### src/rtl/mips_pkg.sv
// Shared constants for the MIPS pipeline run-control logic: sequencer state
// encodings, the opcodes the sequencer cares about and the default drain depth.
package mips_pkg;

  localparam logic [2:0] SEQ_IDLE   = 3'd0;
  localparam logic [2:0] SEQ_RUN    = 3'd1;
  localparam logic [2:0] SEQ_STEP   = 3'd2;
  localparam logic [2:0] SEQ_DRAIN  = 3'd3;
  localparam logic [2:0] SEQ_HALTED = 3'd4;

  typedef enum logic [2:0] {
    IDLE   = SEQ_IDLE,
    RUN    = SEQ_RUN,
    STEP   = SEQ_STEP,
    DRAIN  = SEQ_DRAIN,
    HALTED = SEQ_HALTED
  } seq_state_e;

  localparam logic [5:0] OP_HALT = 6'b111111;
  localparam logic [5:0] OP_J    = 6'b000010;

  localparam int DRAIN_CYCLES_DEF = 3;

  function automatic logic isHaltOpcode(input logic [5:0] opcode);
    return opcode == OP_HALT;
  endfunction

endpackage

### src/rtl/hazard_detect.sv
// Load-use hazard detection: the load in EX writes a register the ID
// instruction reads, so ID must wait one cycle for the loaded value.
module hazard_detect (
  input  logic       load_ex_i,
  input  logic [4:0] ex_rt_i,
  input  logic [4:0] id_rs_i,
  input  logic [4:0] id_rt_i,
  output logic       stall_o
);

  // $zero is never really written, so a load into r0 cannot create a hazard.
  assign stall_o = load_ex_i && (ex_rt_i != 5'd0) &&
                   ((ex_rt_i == id_rs_i) || (ex_rt_i == id_rt_i));

endmodule

### src/rtl/pipeline_sequencer.sv
// Run-control and hazard scheduler for the 5-stage MIPS pipeline.
// Define SEQ_PERF_CNT_EN to build the cycle/stall performance counters.
module pipeline_sequencer
  import mips_pkg::*;
#(
  parameter int DRAIN_CYCLES = DRAIN_CYCLES_DEF,
  parameter int CNT_W        = 32
) (
  input  logic             clk,
  input  logic             rst_n,
  input  logic             start_i,
  input  logic             step_i,
  input  logic             halt_id_i,
  input  logic             jump_id_i,
  input  logic             branch_taken_ex_i,
  input  logic             load_ex_i,
  input  logic [4:0]       ex_rt_i,
  input  logic [4:0]       id_rs_i,
  input  logic [4:0]       id_rt_i,
  output logic             pc_en_o,
  output logic             ifid_en_o,
  output logic             ifid_flush_o,
  output logic             idex_flush_o,
  output logic             back_en_o,
  output logic             halted_o,
  output logic [2:0]       state_o,
  output logic [CNT_W-1:0] cycle_cnt_o,
  output logic [CNT_W-1:0] stall_cnt_o
);

  localparam int DrainW = (DRAIN_CYCLES > 1) ? $clog2(DRAIN_CYCLES) : 1;
  localparam logic [DrainW-1:0] DrainLast = DrainW'(DRAIN_CYCLES - 1);

  seq_state_e        state_q, state_d;
  logic [DrainW-1:0] drainCnt_q, drainCnt_d;
  logic              stall;

  hazard_detect u_hazard_detect (
    .load_ex_i (load_ex_i),
    .ex_rt_i   (ex_rt_i),
    .id_rs_i   (id_rs_i),
    .id_rt_i   (id_rt_i),
    .stall_o   (stall)
  );

  always_ff @(posedge clk or negedge rst_n) begin
    if (!rst_n) begin
      state_q    <= IDLE;
      drainCnt_q <= '0;
    end else begin
      state_q    <= state_d;
      drainCnt_q <= drainCnt_d;
    end
  end

  // Hazard priority in RUN/STEP: taken branch, then load-use stall, then HALT
  // acceptance, then jump. A HALT seen alongside a stall or branch is ignored.
  always_comb begin
    state_d      = state_q;
    drainCnt_d   = drainCnt_q;
    pc_en_o      = 1'b0;
    ifid_en_o    = 1'b0;
    ifid_flush_o = 1'b0;
    idex_flush_o = 1'b0;
    back_en_o    = 1'b0;
    halted_o     = 1'b0;

    unique case (state_q)
      IDLE: begin
        if (start_i) begin
          state_d = RUN;
        end else if (step_i) begin
          state_d = STEP;
        end
      end

      RUN, STEP: begin
        back_en_o = 1'b1;
        pc_en_o   = 1'b1;
        ifid_en_o = 1'b1;
        state_d   = (state_q == RUN && start_i) ? RUN : IDLE;
        if (branch_taken_ex_i) begin
          ifid_flush_o = 1'b1;
          idex_flush_o = 1'b1;
        end else if (stall) begin
          pc_en_o      = 1'b0;
          ifid_en_o    = 1'b0;
          idex_flush_o = 1'b1;
        end else if (halt_id_i) begin
          pc_en_o      = 1'b0;
          ifid_en_o    = 1'b0;
          idex_flush_o = 1'b1;
          state_d      = DRAIN;
          drainCnt_d   = '0;
        end else if (jump_id_i) begin
          ifid_flush_o = 1'b1;
        end
      end

      DRAIN: begin
        back_en_o    = 1'b1;
        idex_flush_o = 1'b1;
        if (drainCnt_q == DrainLast) begin
          state_d    = HALTED;
          drainCnt_d = '0;
        end else begin
          drainCnt_d = drainCnt_q + DrainW'(1);
        end
      end

      HALTED: begin
        halted_o = 1'b1;
      end

      default: begin
        state_d = IDLE;
      end
    endcase
  end

  assign state_o = state_q;

`ifdef SEQ_PERF_CNT_EN
  logic [CNT_W-1:0] cycleCnt_q, stallCnt_q;
  logic             stallHit;

  // A stall only counts when it actually held the front end (no branch override).
  assign stallHit = ((state_q == RUN) || (state_q == STEP)) &&
                    stall && !branch_taken_ex_i;

  always_ff @(posedge clk or negedge rst_n) begin
    if (!rst_n) begin
      cycleCnt_q <= '0;
      stallCnt_q <= '0;
    end else begin
      if (back_en_o && (cycleCnt_q != '1)) begin
        cycleCnt_q <= cycleCnt_q + CNT_W'(1);
      end
      if (stallHit && (stallCnt_q != '1)) begin
        stallCnt_q <= stallCnt_q + CNT_W'(1);
      end
    end
  end

  assign cycle_cnt_o = cycleCnt_q;
  assign stall_cnt_o = stallCnt_q;
`else
  assign cycle_cnt_o = '0;
  assign stall_cnt_o = '0;
`endif

endmodule

### config.mk
export PLATFORM = sky130hd
export DESIGN_NAME = pipeline_sequencer
export DESIGN_NICKNAME = d
export VERILOG_FILES = /design/src/rtl/mips_pkg.sv /design/src/rtl/hazard_detect.sv /design/src/rtl/pipeline_sequencer.sv
export SDC_FILE = /design/constraint.sdc
export NUM_CORES = 1
export LEC_CHECK = 0
export CORE_UTILIZATION = 30
export DETAILED_ROUTE_END_ITERATION = 8
export GPL_TIMING_DRIVEN = 0
export PLACE_DENSITY = 0.83
export SYNTH_ARGS = -nofsm -noshare
export SYNTH_HDL_FRONTEND = slang
export SYNTH_SLANG_ARGS = --single-unit
export TNS_END_PERCENT = 100
### constraint.sdc
create_clock -name clk -period 3.49 [get_ports clk]
set_clock_uncertainty 0.05 [all_clocks]
set_input_delay 0.5235 -clock clk [delete_from_list [all_inputs] [get_ports clk]]
set_output_delay 0.5235 -clock clk [all_outputs]
set_load 0.005 [all_outputs]
==> impl_metrics.env, run 1 <==
export IMPL_place_congestion=0.759
export IMPL_ys_types=26
export IMPL_slew_viol_final=0
export IMPL_critPathKind="input port to output port"
export IMPL_drc=0
export IMPL_nets=245
export IMPL_synth_area_leaders="buf_4 52%, dfrtp_1 13%, xnor2_1 10%"
export IMPL_clock_path_buffers=2
export IMPL_switchingPower_uw=205
export IMPL_ys_flop_type="dfrtp_1"
export IMPL_powerDensity_nw_per_um2=361
export IMPL_hold_viol_final=0
export IMPL_cap_violations=0
export IMPL_core_area_um2=3030
export IMPL_routed_via_density=3.17
export IMPL_synth_warnings=0
export IMPL_post_cts_buffers=0
export IMPL_cts_made_buffers=3
export IMPL_htreeDepth=1
export IMPL_async_flop_share_pct=100
export IMPL_grt_overflow_total=0
export IMPL_drive_gt1_share_pct=32.1
export IMPL_crit_arrival_ns=2.78
export IMPL_setup_viol=0
export IMPL_drtIter0Drc=12
export IMPL_cts_sinks=5
export IMPL_yosysMostFrequentCell="buf_4"
export IMPL_area_delta_synth_final_pct=66.4
export IMPL_wl_um=1730
export IMPL_dpl_cell_area_um2=1550
export IMPL_max_freq_mhz=298
export IMPL_num_vias=841
export IMPL_hold_buffers=0
export IMPL_rows=20
export IMPL_syn_instance_count=123
export IMPL_synth_edf_count=0
export IMPL_grt_antenna_before_repair=0
export IMPL_synth_top_cell_area_share_pct=51.6
export IMPL_antenna_cells=0
export IMPL_combPwrFrac_pct=69.4
export IMPL_cts_root_buf="clkbuf_4"
export IMPL_rsz0062_at_grt="false"
export IMPL_hp_class="input port to asynchronous set/reset pin"
export IMPL_peakVddDrop_mv=0.177
export IMPL_clk_pin_slew_ns=0.04
export IMPL_ctsResizeCount=0
export IMPL_ff2ff_path_depth=4
export IMPL_power_internal_uw=363
export IMPL_io_pins=96
export IMPL_synth_top_cell_by_area="buf_4"
export IMPL_min_period_over_period_pct=96.2
export IMPL_grt_pass1_vias=687
export IMPL_status="finished clean"
export IMPL_tns_ns=0
export IMPL_grt_util_all_layers_pct=10.3
export IMPL_grt_max_degree=9
export IMPL_clkLatencyLatePin_ns=0.23
export IMPL_fill_cells=304
export IMPL_die_y_um=58.2
export IMPL_first_pass_iters=4
export IMPL_place_hpwl_um=1630
export IMPL_cp_required_ns=2.92
export IMPL_startpoint_type="input port"
export IMPL_period_minus_slack_ns=3.36
export IMPL_io_buffers=31
export IMPL_netlist_area_um2=946
export IMPL_postRouteAntennaNets=0
export IMPL_switching_share_pct=36.1
export IMPL_initial_utilization_pct=31.2
export IMPL_grt_first_pass_wirelength_um=2700
export IMPL_end_kind="output port"
export IMPL_startpoint="ex_rt_i[1]"
export IMPL_fin_area_um2=1570
export IMPL_p_seq_share_pct=19.5
export IMPL_p_leak_uw=0.000873
export IMPL_cts_tree="built"
export IMPL_ys_seq_elements=5
export IMPL_die_area_um2=3380
export IMPL_ys_seq_area_share_pct=13.2
export IMPL_crit_fanout=3
export IMPL_synthTopCellsByCount="65 x buf_4, 11 x xnor2_1, 7 x nand2_1"
export IMPL_synth_area_per_cell_um2=7.69
export IMPL_clkPwrFrac_pct=11.2
export IMPL_fp_dieW_um=58.2
export IMPL_wl_per_cell_um=6.53
export IMPL_reg2reg_from="state_o[1]"
cell usage in the layout (no fill, tap or decap), types with 2 or more instances in the layout:
cell type / instances
buf_4: 65
conb_1: 64
clkdlybuf4s50_1: 31
xnor2_1: 11
nand2_1: 7
nor2_1: 6
dfrtp_1: 5
o21ai_0: 3
clkbuf_4: 3
nand3_1: 2
a211o_1: 2
nand3b_1: 2
nand2b_1: 2
a21oi_1: 2
a31oi_1: 2
logic make-up after synthesis:
logic type	synth area share [%]
flip-flops	13.2
other	0.396
AO/OA/AOI/OAI	10.8
AND/OR/NAND/NOR	13.4
XOR/XNOR	10.2
buffers and inverters	52.0
cell type report:
| cell class | instances | area [µm²] | area share (%) |
|---|---|---|---|
| Sequential cell | 5 | 125 | 7.95 |
| Multi-Input combinational cell | 115 | 566 | 35.9 |
| Timing Repair Buffer | 31 | 310 | 19.7 |
| Buffer | 65 | 488 | 31.0 |
| Clock buffer | 4 | 26.3 | 1.67 |
| Tap cell | 44 | 55.1 | 3.50 |
| Inverter | 1 | 3.75 | 0.238 |
path summary, 6_finish.rpt:
kind / slack (ns) / end
min in group clk: 0.52 / drainCnt_q[1]
worst min register to register: 0.52 / drainCnt_q[1]
worst max-delay path: 0.13 / pc_en_o
worst max register to register: 2.11 / state_o[0]
worst min-delay path: 0.45 / state_o[2]
max in group asynchronous: 2.76 / state_o[1]
per-layer routing:
| metal | vias to the layer above | GRT usage (%) | share of wire, % |
|---|---|---|---|
| li1 | 466 | - | - |
| met1 | 324 | 9.49 | 37 |
| met2 | 51 | 21.0 | 52 |
| met3 | 0 | 2.68 | 11 |
| met4 | 0 | 4.08 | 0 |
| met5 | - | 0 | 0 |
stage by stage:
stage | worst slack [ns] | cells | power, µW | hold WS (ns) | utilization, %
final | 0.133 | 265 | 568 | 0.451 | 52.0
after detailed placement | 0.121 | 261 | 505 | 0.519 | 51.1
after floorplan | 1.14 | 186 | 338 | 0.178 | -
after CTS | 0.119 | 265 | 572 | 0.451 | 52.0
after global routing | 0.0261 | 265 | 626 | 0.446 | 52.0
after global placement | 0.121 | 261 | 500 | 0.505 | 51.1
worst max-delay path, cell delays in order:
cell,delay [ns]
clkdlybuf4s50_1,0.46
or4_1,0.55
o21ai_1,0.14
inv_1,0.08
and2_4,0.17
o31ai_2,0.24
buf_4,0.14
clkdlybuf4s50_1,0.48
sequential cells by signal, summed over array words and instances, names as in the netlist:
signal      cells
state_o         3
drainCnt_q      2
power by group through the flow:
stage	Combinational [µW]	Clock [µW]	Sequential, µW
final	394	63.4	111
after global routing	438	71.8	116
after CTS	395	66.6	110
after detailed placement	395	0	111
after global placement	391	0	109
after floorplan	231	0	107
Power figures use the tool's default switching activity.
==> run 2: changes to the inputs <==
- REMOVE_ABC_BUFFERS: not set -> 1
==> run 2 against run 1 <==
Worst setup slack gained 0.091 ns. Largest cell class is now multi-input combinational cells. Cell area shrank 31%. Sequential power grew 5%. Sequential share of layout area grew 3.6 points. Non-clock buffer count shrank 65.
==> impl_metrics.env, run 2 (synthesized netlist as in run 1, its figures left out) <==
export IMPL_status="finished clean"
export IMPL_worstPathCellList="clkdlybuf4s50_1 > or4_1 > o21ai_1 > inv_1 > and2_4 > o31ai_2 > clkdlybuf4s50_1"
export IMPL_period_minus_slack_ns=3.27
export IMPL_cts_sinks=5
export IMPL_setup_viol=0
export IMPL_pre_cts_ws_ns=0.205
export IMPL_post_cts_buffers=0
export IMPL_reg2reg_from="state_o[1]"
export IMPL_critPathTopFamily="buffers and inverters"
export IMPL_crit_arrival_ns=2.69
export IMPL_max_freq_mhz=306
export IMPL_cts_tree="built"
export IMPL_startpoint_type="input port"
export IMPL_routed_via_density=3.52
export IMPL_r2r_end="state_o[1]"
export IMPL_place_congestion=0.767
export IMPL_clk_pin_slew_ns=0.05
export IMPL_rows=20
export IMPL_final_common_cell="conb_1"
export IMPL_cap_violations=0
export IMPL_clock_path_buffers=2
export IMPL_wl_per_cell_um=8.19
export IMPL_num_vias=704
export IMPL_clkLatencyLatePin_ns=0.25
export IMPL_startpoint="ex_rt_i[1]"
export IMPL_grt_first_pass_wirelength_um=2510
export IMPL_cts_root_buf="clkbuf_4"
export IMPL_wl_um=1640
export IMPL_die_y_um=58.2
export IMPL_cp_slowest_stage_delay_ns=0.55
export IMPL_drtIter0Drc=23
export IMPL_nets=180
export IMPL_cts_made_buffers=3
export IMPL_hp_class="input port to asynchronous set/reset pin"
export IMPL_cpMaxStageDelayCell="or4_1"
export IMPL_final_cell_mix="64 x conb_1, 31 x clkdlybuf4s50_1, 11 x xnor2_1, 7 x nand2_1, 6 x nor2_1"
export IMPL_drive_gt1_share_pct=3.85
export IMPL_grt_antenna_before_repair=0
export IMPL_ff2ff_path_depth=4
export IMPL_min_period_over_period_pct=93.6
export IMPL_p_leak_uw=0.000518
export IMPL_io_pins=96
export IMPL_antenna_cells=0
export IMPL_end_kind="output port"
export IMPL_multi_input_area_um2=566
export IMPL_peakVddDrop_mv=0.114
export IMPL_worstPathBufferInverterCount=3
export IMPL_cp_required_ns=2.92
export IMPL_ctsResizeCount=0
export IMPL_fp_dieW_um=58.2
export IMPL_setup_slack_ns=0.224
export IMPL_grt_max_degree=9
export IMPL_grt_overflow_total=0
export IMPL_slew_viol_final=0
export IMPL_grt_util_all_layers_pct=10.1
export IMPL_crit_fanout=3
export IMPL_critPathKind="input port to output port"
export IMPL_rsz0062_at_grt="false"
export IMPL_cpMostUsedCell="clkdlybuf4s50_1"
export IMPL_fill_cells=332
export IMPL_area_delta_synth_final_pct=14.8
export IMPL_initial_utilization_pct=31.2
export IMPL_fin_area_um2=1090
export IMPL_ff2ff_setup_slack_ns=2.07
export IMPL_hold_viol_final=0
export IMPL_io_buffers=31
export IMPL_largest_reg_flops=3
export IMPL_hold_buffers=0
export IMPL_htreeDepth=1
export IMPL_dpl_cell_area_um2=1060
export IMPL_drc=0
export IMPL_die_area_um2=3380
export IMPL_tns_ns=0
export IMPL_ff_latch_area_um2=125
export IMPL_place_hpwl_um=1380
export IMPL_first_pass_iters=4
export IMPL_grt_pass1_vias=583
export IMPL_powerDensity_nw_per_um2=473
export IMPL_core_area_um2=3030
export IMPL_postRouteAntennaNets=0
-- run 2: changes by cell type in the layout (fill, tap and decap cells not counted) --
cell	before	now
buf_4	65	0
-- run 2: per-stage QoR --
step / std cells / total power (µW) / util, % / hold slack [ns]
finish: 200 / 514 / 35.9 / 0.430
floorplan: 121 / 274 / - / 0.178
global route: 200 / 569 / 35.9 / 0.439
CTS: 200 / 515 / 35.9 / 0.429
detailed placement: 196 / 443 / 35.0 / 0.524
global placement: 196 / 437 / 35.0 / 0.511
-- run 2: cell type report --
type	count	area share, %
clock buffers	4	2.42
inverters	1	0.346
multi-input cells	115	52.1
flip-flops and latches	5	11.5
well taps	44	5.07
repair buffers	31	28.6
-- run 2: worst max-delay path by stage --
stage | to | slack [ns] | cells after the start
finish | ifid_en_o | 0.22 | 7
floorplan | ifid_en_o | 1.26 | 5
detailed placement | ifid_en_o | 0.21 | 7
CTS | ifid_en_o | 0.20 | 7
global route | ifid_en_o | 0.08 | 7
global placement | pc_en_o | 0.22 | 7
-- run 2: metal layers --
layer  wire (µm)  GRT usage (%)  share of wire [%]  vias to the layer above
li1            -              -                  -                      335
met1         567           10.4                 35                      318
met2         900           17.6                 55                       47
met3         134           2.68                8.2                        4
met4          34           7.14                2.1                        0
met5           0              0                  0                        -
-- run 2: worst reg2reg max path, cell delays in order, from the launching register on --
cell	delay, ns
dfrtp_1	0.45
xnor2_1	0.17
or2_2	0.32
a211o_1	0.30
nand2_1	0.07
-- run 2: report_power, final --
part	switching, µW	leakage [µW]	total, µW	internal, µW
combinational	144	0.000439	328	184
clock	25.9	0.0000150	69.2	43.3
sequential	36.2	0.0000641	117	80.5
total	206	0.000518	514	308
==> run 3: changes to the inputs <==
- CTS_BUF_LIST: not set -> sky130_fd_sc_hd__clkbuf_4 sky130_fd_sc_hd__clkbuf_8
- clock period: 3.49 -> 3.4 ns (I/O delays scaled with it)
==> run 3 against run 2 <==
Non-clock buffer count unchanged. First-iteration DRC count decreased by 57%. Clock power increased by 14%. Global-route usage increased by 0.093 points. Combinational power increased by 2%. Critical path type unchanged. Cell area increased by 0.35%. Count of clock-buffer cells in the layout unchanged. Worst hold slack got worse by 0.013 ns. Worst setup slack got worse by 0.061 ns. Largest cell class unchanged. Wire length decreased by 0.92%. Register-to-register slack got worse by 0.09 ns. Sequential share of layout area about the same. Highest routed layer unchanged.
==> impl_metrics.env, run 3 (synthesized netlist as in run 1, its figures left out) <==
export IMPL_status="finished clean"
export IMPL_io_pins=96
export IMPL_cts_root_buf="clkbuf_4"
export IMPL_clock_path_buffers=2
export IMPL_grt_overflow_total=0
export IMPL_antenna_cells=0
export IMPL_die_area_um2=3380
export IMPL_area_delta_synth_final_pct=15.2
export IMPL_io_buffers=31
export IMPL_cpMaxStageDelayCell="or4_1"
export IMPL_ctsResizeCount=0
export IMPL_first_pass_iters=4
export IMPL_p_leak_uw=0.000522
export IMPL_initial_utilization_pct=31.2
export IMPL_max_freq_mhz=309
export IMPL_place_congestion=0.767
export IMPL_final_cell_mix="64 x conb_1, 31 x clkdlybuf4s50_1, 11 x xnor2_1, 7 x nand2_1, 6 x nor2_1"
export IMPL_clk_pin_slew_ns=0.05
export IMPL_cts_tree="built"
export IMPL_die_y_um=58.2
export IMPL_drive_gt1_share_pct=4.49
export IMPL_grt_antenna_before_repair=0
export IMPL_ff2ff_setup_slack_ns=1.98
export IMPL_min_period_over_period_pct=95.2
export IMPL_powerDensity_nw_per_um2=490
export IMPL_tns_ns=0
export IMPL_final_common_cell="conb_1"
export IMPL_drc=0
export IMPL_routed_via_density=3.51
export IMPL_clkLatencyLatePin_ns=0.25
export IMPL_crit_fanout=3
export IMPL_grt_max_degree=9
export IMPL_fp_dieW_um=58.2
export IMPL_cp_slowest_stage_delay_ns=0.55
export IMPL_rows=20
export IMPL_slew_viol_final=0
export IMPL_grt_first_pass_wirelength_um=2540
export IMPL_r2r_end="state_o[1]"
export IMPL_worstPathBufferInverterCount=3
export IMPL_grt_pass1_vias=586
export IMPL_grt_util_all_layers_pct=10.2
export IMPL_hold_viol_final=0
export IMPL_setup_slack_ns=0.163
export IMPL_peakVddDrop_mv=0.111
export IMPL_postRouteAntennaNets=0
export IMPL_cpMostUsedCell="clkdlybuf4s50_1"
export IMPL_end_kind="output port"
export IMPL_place_hpwl_um=1380
export IMPL_ff2ff_path_depth=4
export IMPL_nets=180
export IMPL_wl_um=1620
export IMPL_hold_buffers=0
export IMPL_cp_required_ns=2.84
export IMPL_reg2reg_from="state_o[1]"
export IMPL_period_minus_slack_ns=3.24
export IMPL_setup_viol=0
export IMPL_crit_arrival_ns=2.68
export IMPL_cap_violations=0
export IMPL_num_vias=701
export IMPL_rsz0062_at_grt="false"
export IMPL_hp_class="input port to asynchronous set/reset pin"
export IMPL_htreeDepth=1
export IMPL_worstPathCellList="clkdlybuf4s50_1 > or4_1 > o21ai_1 > inv_1 > and2_4 > o31ai_2 > clkdlybuf4s50_1"
export IMPL_critPathKind="input port to output port"
export IMPL_drtIter0Drc=10
export IMPL_critPathTopFamily="buffers and inverters"
export IMPL_cts_sinks=5
export IMPL_startpoint_type="input port"
export IMPL_pre_cts_ws_ns=0.142
export IMPL_wl_per_cell_um=8.11
export IMPL_cts_made_buffers=3
export IMPL_core_area_um2=3030
export IMPL_largest_reg_flops=3
export IMPL_post_cts_buffers=0
## run 3: power breakdown
part | total, µW | switching [µW] | internal [µW]
registers | 120 | 37.2 | 82.6
clock network | 79.2 | 26.7 | 52.5
logic | 335 | 147 | 189
## run 3: area by class of cell
type / instances / area (µm²)
Timing Repair Buffer: 31 / 310
Inverter: 1 / 3.75
Fill cell: 332 / 1940
Sequential cell: 5 / 125
Tap cell: 44 / 55.1
Clock buffer: 4 / 30.0
Multi-Input combinational cell: 115 / 566
## run 3: stage by stage
step / hold WS, ns / instances / cell area, µm² / total power, µW / util, %
2_1_floorplan: 0.164 / 121 / 694 / 281 / -
3_3_place_gp: 0.511 / 196 / 1060 / 449 / 35.0
3_5_place_dp: 0.524 / 196 / 1060 / 454 / 35.0
4_1_cts: 0.414 / 200 / 1090 / 537 / 36.0
5_1_grt: 0.414 / 200 / 1090 / 596 / 36.0
6_report: 0.417 / 200 / 1090 / 534 / 36.0
## run 3: how the worst max path moves through the flow
stage                from         to  slack (ns)  cells past startpoint
2_1_floorplan  ex_rt_i[1]  ifid_en_o        1.20                      5
3_3_place_gp   ex_rt_i[1]    pc_en_o        0.15                      7
3_5_place_dp   ex_rt_i[1]  ifid_en_o        0.14                      7
4_1_cts        ex_rt_i[1]  ifid_en_o        0.14                      7
5_1_grt        ex_rt_i[1]  ifid_en_o        0.02                      7
6_report       ex_rt_i[1]  ifid_en_o        0.16                      7
## run 3: per-layer routing
layer,global-route usage [%],vias up,share of wire [%]
met1,10.4,317,34
met5,0,-,0
met2,17.7,45,56
met3,2.90,4,8.5
met4,7.14,0,1.9
li1,-,335,-
